**config.mk**
```make
export PLATFORM = sky130hd
export DESIGN_NAME = mem_arbiter
export DESIGN_NICKNAME = d
export VERILOG_FILES = /design/src/rtl/mem_arbiter.sv
export SDC_FILE = /design/constraint.sdc
export NUM_CORES = 1
export LEC_CHECK = 0
export ABC_AREA = 1
export BUFFER_PORTS_ARGS = -buffer_cell sky130_fd_sc_hd__buf_4
export CORE_MARGIN = 5
export CORE_UTILIZATION = 30
export DETAILED_ROUTE_END_ITERATION = 10
export PLACE_DENSITY = 0.84
export SETUP_SLACK_MARGIN = 0.15
export SLEW_MARGIN = 20
export SYNTH_ARGS = -nofsm -noshare
export SYNTH_HDL_FRONTEND = slang
export SYNTH_SLANG_ARGS = --single-unit
```
**constraint.sdc**
```tcl
create_clock -name clk -period 1.8 [get_ports clk]
set_input_delay 0.27 -clock clk [delete_from_list [all_inputs] [get_ports clk]]
set_output_delay 0.27 -clock clk [all_outputs]
set_load 0.1 [all_outputs]
```
**src/rtl/mem_arbiter.sv**
```systemverilog
// mem_arbiter: shares the single data-memory port between the instruction-cache
// controller (I side) and the data-cache controller (D side).
//
// One side owns the port at a time. The owner's enable/write/address/data bundle
// is forwarded to memory combinationally, and memory `ready` is returned only to
// the owner. Ownership is held until the owner drops its enable. That cycle is
// followed by exactly one dead TURN cycle, then the next grant. On contention
// the 1-bit priority pointer picks the winner. On release the pointer moves to
// the side that did not own the port, so contending sides alternate.
//
// Optional build feature:
//   MEM_ARB_PERF_EN - adds 32-bit wrapping counters perf_I_grants, perf_D_grants
//                     and perf_conflict as extra output ports.
//
// Ports:
//   clk, rst             clock (rising edge), synchronous active-high reset
//   I_enable, I_address  I side request bundle (read only)
//   I_ready              memory ready, only while I owns the port
//   D_enable, D_write,
//   D_address, D_wdata   D side request bundle
//   D_ready              memory ready, only while D owns the port
//   mem_enable, mem_write,
//   mem_address, mem_wdata  forwarded bundle to memory
//   ready                memory beat complete
//   owner                2'b00 none, 2'b01 I, 2'b10 D

module mem_arbiter #(
  parameter int unsigned data_size = 32
) (
  input  logic                 clk,
  input  logic                 rst,
  input  logic                 I_enable,
  input  logic [data_size-1:0] I_address,
  output logic                 I_ready,
  input  logic                 D_enable,
  input  logic                 D_write,
  input  logic [data_size-1:0] D_address,
  input  logic [data_size-1:0] D_wdata,
  output logic                 D_ready,
  output logic                 mem_enable,
  output logic                 mem_write,
  output logic [data_size-1:0] mem_address,
  output logic [data_size-1:0] mem_wdata,
  input  logic                 ready,
  output logic [1:0]           owner
`ifdef MEM_ARB_PERF_EN
  ,
  output logic [31:0]          perf_I_grants,
  output logic [31:0]          perf_D_grants,
  output logic [31:0]          perf_conflict
`endif
);

  typedef enum logic [1:0] {
    StIdle,
    StOwnI,
    StOwnD,
    StTurn
  } state_e;

  state_e     state_q, state_d;
  logic       prio_q, prio_d;  // 0 = I wins a tie, 1 = D wins a tie
  logic [1:0] beat_q, beat_d;  // beats completed in the current ownership

  // State register
  always_ff @(posedge clk) begin
    if (rst) begin
      state_q <= StIdle;
      prio_q  <= 1'b0;
      beat_q  <= 2'd0;
    end else begin
      state_q <= state_d;
      prio_q  <= prio_d;
      beat_q  <= beat_d;
    end
  end

  // Next state and outputs
  always_comb begin
    state_d     = state_q;
    prio_d      = prio_q;
    beat_d      = beat_q;
    I_ready     = 1'b0;
    D_ready     = 1'b0;
    mem_enable  = 1'b0;
    mem_write   = 1'b0;
    mem_address = '0;
    mem_wdata   = '0;
    owner       = 2'b00;

    unique case (state_q)
      StIdle, StTurn: begin
        // Memory ready is ignored here; nobody owns the port.
        if (state_q == StTurn) beat_d = 2'd0;
        if (I_enable && (!D_enable || !prio_q)) begin
          state_d = StOwnI;
        end else if (D_enable) begin
          state_d = StOwnD;
        end else begin
          state_d = StIdle;
        end
      end

      StOwnI: begin
        owner       = 2'b01;
        // Enable follows the owner so the release cycle drives no access.
        mem_enable  = I_enable;
        mem_address = I_address;
        I_ready     = ready;
        if (ready) beat_d = beat_q + 2'd1;
        if (!I_enable) begin
          state_d = StTurn;
          prio_d  = 1'b1;
        end
      end

      StOwnD: begin
        owner       = 2'b10;
        mem_enable  = D_enable;
        mem_write   = D_write;
        mem_address = D_address;
        mem_wdata   = D_wdata;
        D_ready     = ready;
        if (ready) beat_d = beat_q + 2'd1;
        if (!D_enable) begin
          state_d = StTurn;
          prio_d  = 1'b0;
        end
      end

      default: begin
        state_d = StIdle;
      end
    endcase
  end

`ifdef MEM_ARB_PERF_EN
  logic conflict;

  // A request is contended when the other side owns the port, or when both
  // sides ask at once while the port is free.
  always_comb begin
    conflict = 1'b0;
    unique case (state_q)
      StOwnI:  conflict = D_enable;
      StOwnD:  conflict = I_enable;
      default: conflict = I_enable & D_enable;
    endcase
  end

  always_ff @(posedge clk) begin
    if (rst) begin
      perf_I_grants <= 32'd0;
      perf_D_grants <= 32'd0;
      perf_conflict <= 32'd0;
    end else begin
      if (state_d == StOwnI && state_q != StOwnI) perf_I_grants <= perf_I_grants + 32'd1;
      if (state_d == StOwnD && state_q != StOwnD) perf_D_grants <= perf_D_grants + 32'd1;
      if (conflict) perf_conflict <= perf_conflict + 32'd1;
    end
  end
`endif

endmodule

```
==> impl_metrics.yaml, run 1 <==
synth:
  synth_warnings: 0
  synth.avg_cell_area_um2: 4.672
  synth.cell_area_mm2: 0.001018
  synth.yosys.seq_area_share_pct: 5.897
  syn_nets: 324
  synthCells: 218
  yosys.cell_types.count: 12
  synth-seq-cells: 3
outcome:
  error: "[ERROR DPL-0038] Utilization greater than 100%, impossible to legalize"
  failing_step: "clock tree synthesis"
  outcome: "did not finish"
clock_tree:
  cts_buffers: 3
  cts_buffer_depth: 2
  htreeDepth: 1
  cts_root_buffer: "clkbuf_4"
  hold_buffers: 0
  cts_setup_buffers: 6
  cts.sinks: 3
  cts_resized: 211
floorplan:
  io_pins: 172
  die_h_um: 68.27
  initial_utilization_pct: 30.76
  placementRows: 21
  dieWidth_um: 68.27
place:
  place_congestion: 0.8398
  place_hpwl_um: 5332
  portBuffers: 171
  place_inst: 425
  place_area_mm2: 0.002923
## synthesized netlist by cell type
cell	n	area share [%]
dfxtp_1	3	5.9
a21oi_1	35	17
nand2_4	1	1.1
nand4_1	1	0.61
buf_6	4	4.4
buf_2	7	3.4
inv_1	41	15
nand2_1	110	41
nand2_2	2	1.2
nor2_1	5	1.8
buf_4	5	3.7
ha_1	4	4.9
## through the flow
step / util [%] / setup slack, ns
floorplan: - / -0.1284
global placement: 88.28 / 0.1397
detailed placement: 88.28 / 0.08543
## kinds of logic after synthesis
group | after synthesis | synth area share (%)
and+or+nand+nor | 119 | 45.33
DFF | 3 | 5.897
adders and majority gates | 4 | 4.914
buffers and inverters | 57 | 26.66
AOI/OAI and AO/OA | 35 | 17.20
==> run 2, diff against run 1 <==
--- a/config.mk
+++ b/config.mk
@@ -7,11 +7,10 @@
 export LEC_CHECK = 0
 export ABC_AREA = 1
 export BUFFER_PORTS_ARGS = -buffer_cell sky130_fd_sc_hd__buf_4
-export CORE_MARGIN = 5
-export CORE_UTILIZATION = 30
+export CORE_AREA = 5 5 66 68
 export DETAILED_ROUTE_END_ITERATION = 10
-export PLACE_DENSITY = 0.84
-export SETUP_SLACK_MARGIN = 0.15
+export DIE_AREA = 0 0 71 73
+export PLACE_DENSITY_LB_ADDON = 0.15
 export SLEW_MARGIN = 20
 export SYNTH_ARGS = -nofsm -noshare
 export SYNTH_HDL_FRONTEND = slang
==> impl_metrics.yaml, run 2 <==
outcome:
  outcome: "finished, violations left"
  violations: "negative setup slack"
clock_tree:
  clk_latency_ns: 0.22
  cts.sinks: 3
  cts_buffers: 3
  tritoncts: "done"
  hold_buffers: 0
  cts_root_buffer: "clkbuf_8"
  cts_buffer_depth: 2
  htreeDepth: 1
  clkTransAtPathRegs_ns: 0.03
sta:
  hold_ws_ns: 0.3146
  fin_crit_sh_pct: 101.3
  tightest_slew_ns: 0.2910
  slew_violations: 0
  hold_viol_final: 0
  fin_skew_ns: 0.0001666
  max_freq_mhz: 548.2
  setup_viol: 1
  finalCriticalPeriod_ns: 1.824
  max-slew-margin-rel_pct: 80.76
  grt_setup_unrepaired: "true"
  setup_ws_ns: -0.02404
floorplan:
  die_h_um: 73
  core_area_mm2: 0.003799
  placementRows: 23
  dieWidth_um: 71
  dieArea_mm2: 0.005183
  io_pins: 172
  initial_utilization_pct: 26.81
global_routing:
  grt_pass1_vias: 1890
  antenna_found_initial: 0
  grt_max_degree: 31
  grt_remaining_overflow: 0
  grt_usage_pct: 21.65
  grt_pass1_wl_um: 9170
routing:
  drt_pass1_iterations: 5
  num_vias: 1986
  drt-total-wl_um: 6628
  remaining_drc_errors: 0
  vias_per_cell: 4.524
  ant_nets: 0
  drtIter0Drc: 115
  wl_per_cell_um: 15.10
synth:
  synth_edf_count: 0
  syn_nets: 324
  synth-seq-cells: 3
  yosys.cell_types.count: 12
  synth_commonest_cells: "110 x nand2_1, 41 x inv_1, 35 x a21oi_1"
  synth_top_area_share_pct: 40.54
  synth_ff_type: "dfxtp_1"
  synth.yosys.seq_area_share_pct: 5.897
  synth.avg_cell_area_um2: 4.672
  post-synth-top-count-cell: "nand2_1"
  synth_top_area_cell: "nand2_1"
  synth.cell_area_mm2: 0.001018
  synthCells: 218
  synth_warnings: 0
  synth_area_leaders: "nand2_1 41%, a21oi_1 17%, inv_1 15%"
  async_reset_ff_share_pct: 0
place:
  place_congestion: 0.8023
  place_hpwl_um: 4645
  place_inst: 431
  place_worst_setup_slack_ns: 0.1035
  portBuffers: 171
finish:
  synthToLayoutAreaGrowth_pct: 226.8
  reg_top3: "state_q x2, prio_q x1"
  largest_reg_flops: 2
  stdcell_count: 439
  final_util_pct: 87.62
  diodes: 0
  final_common_cell: "buf_4"
  final_cell_mix: "123 x buf_4, 106 x nand2_1, 39 x inv_1, 33 x a21oi_4, 30 x buf_12"
  layout-drive-gt1-share_pct: 59.90
  top_register: "state_q"
  layout.nets: 496
  nFillCells: 215
setup_path:
  r2r_end: "state_q[1]"
  critPathMaxFanout: 24
  required_ns: 1.53
  arrival_ns: 1.55
  regToRegSetupSlack_ns: 0.53
  crit_path_end_kind: "output pin"
  r2r.worst_path.cells: 7
  crit_type: "flip-flop to output pin"
  critPathLaunchType: "flip-flop"
  rr_startpoint: "state_q[1]"
min_path:
  holdPathStages: 4
  hold_path_end: "state_q[1]"
  hp-class: "input pin to flip-flop"
  worstHoldStart: "rst"
run:
  cap_violations: 0
-- run 2: cell counts after synthesis --
No cell type changed its count.
-- run 2: layer usage --
layer,vias to the layer above,track usage (%),routed length (um)
li1,981,-,-
met1,915,23.67,2100
met2,78,43.67,3946
met3,12,3.444,458
met4,0,3.967,122
met5,-,0,0
-- run 2: how the worst max path moves through the flow --
stage	slack, ns	start	end
final	-0.02	state_q[1]	mem_address[13]
after global routing	-0.06	state_q[1]	mem_address[13]
after CTS	0.001	state_q[1]	mem_address[14]
after detailed placement	0.10	state_q[1]	mem_address[23]
after global placement	0.14	state_q[1]	mem_address[17]
after floorplan	-0.13	state_q[0]	mem_address[11]
-- run 2: critical path, stage by stage, from the launching register on --
cell,delay [ns]
dfxtp_2,0.35
inv_2,0.10
ha_4,0.16
buf_12,0.16
nand2_1,0.14
a21oi_4,0.22
buf_12,0.20
-- run 2: logic make-up (layout without fill, tap and decap cells) --
kind of cell	after synthesis	in the layout	synth area share, %
simple gates	119	119	45.33
buf+inv	57	228	26.66
compound gates	35	35	17.20
fa+ha+maj	4	4	4.914
flops	3	3	5.897
-- run 2: stage by stage --
step                setup TNS (ns)  instance area, um^2
global placement                 0                 2776
global route               -0.1576                 3328
CTS                              0                 3176
detailed placement               0                 2776
finish                    -0.02404                 3328
floorplan                   -3.804                 1466
-- run 2: timing repair --
action | in CTS | in global routing
cloned | 0 | 1
pin swaps | 0 | 1
setup buffers | 0 | 3
setup endpoints to repair | 33 | 46
gates resized for setup | 87 | 27
-- run 2: cell type report --
class	count	area, um^2	area share [%]
timing repair buffer	183	1898	57.03
multi-input combinational	158	1106	33.23
inverter	41	153.9	4.624
sequential	3	62.56	1.880
tap	50	62.56	1.880
clock buffer	4	45.04	1.353
Power of run 2 is left out: the tool's default activity adds up to more than one toggle a clock period on the data nets, which glitch-free logic cannot reach.
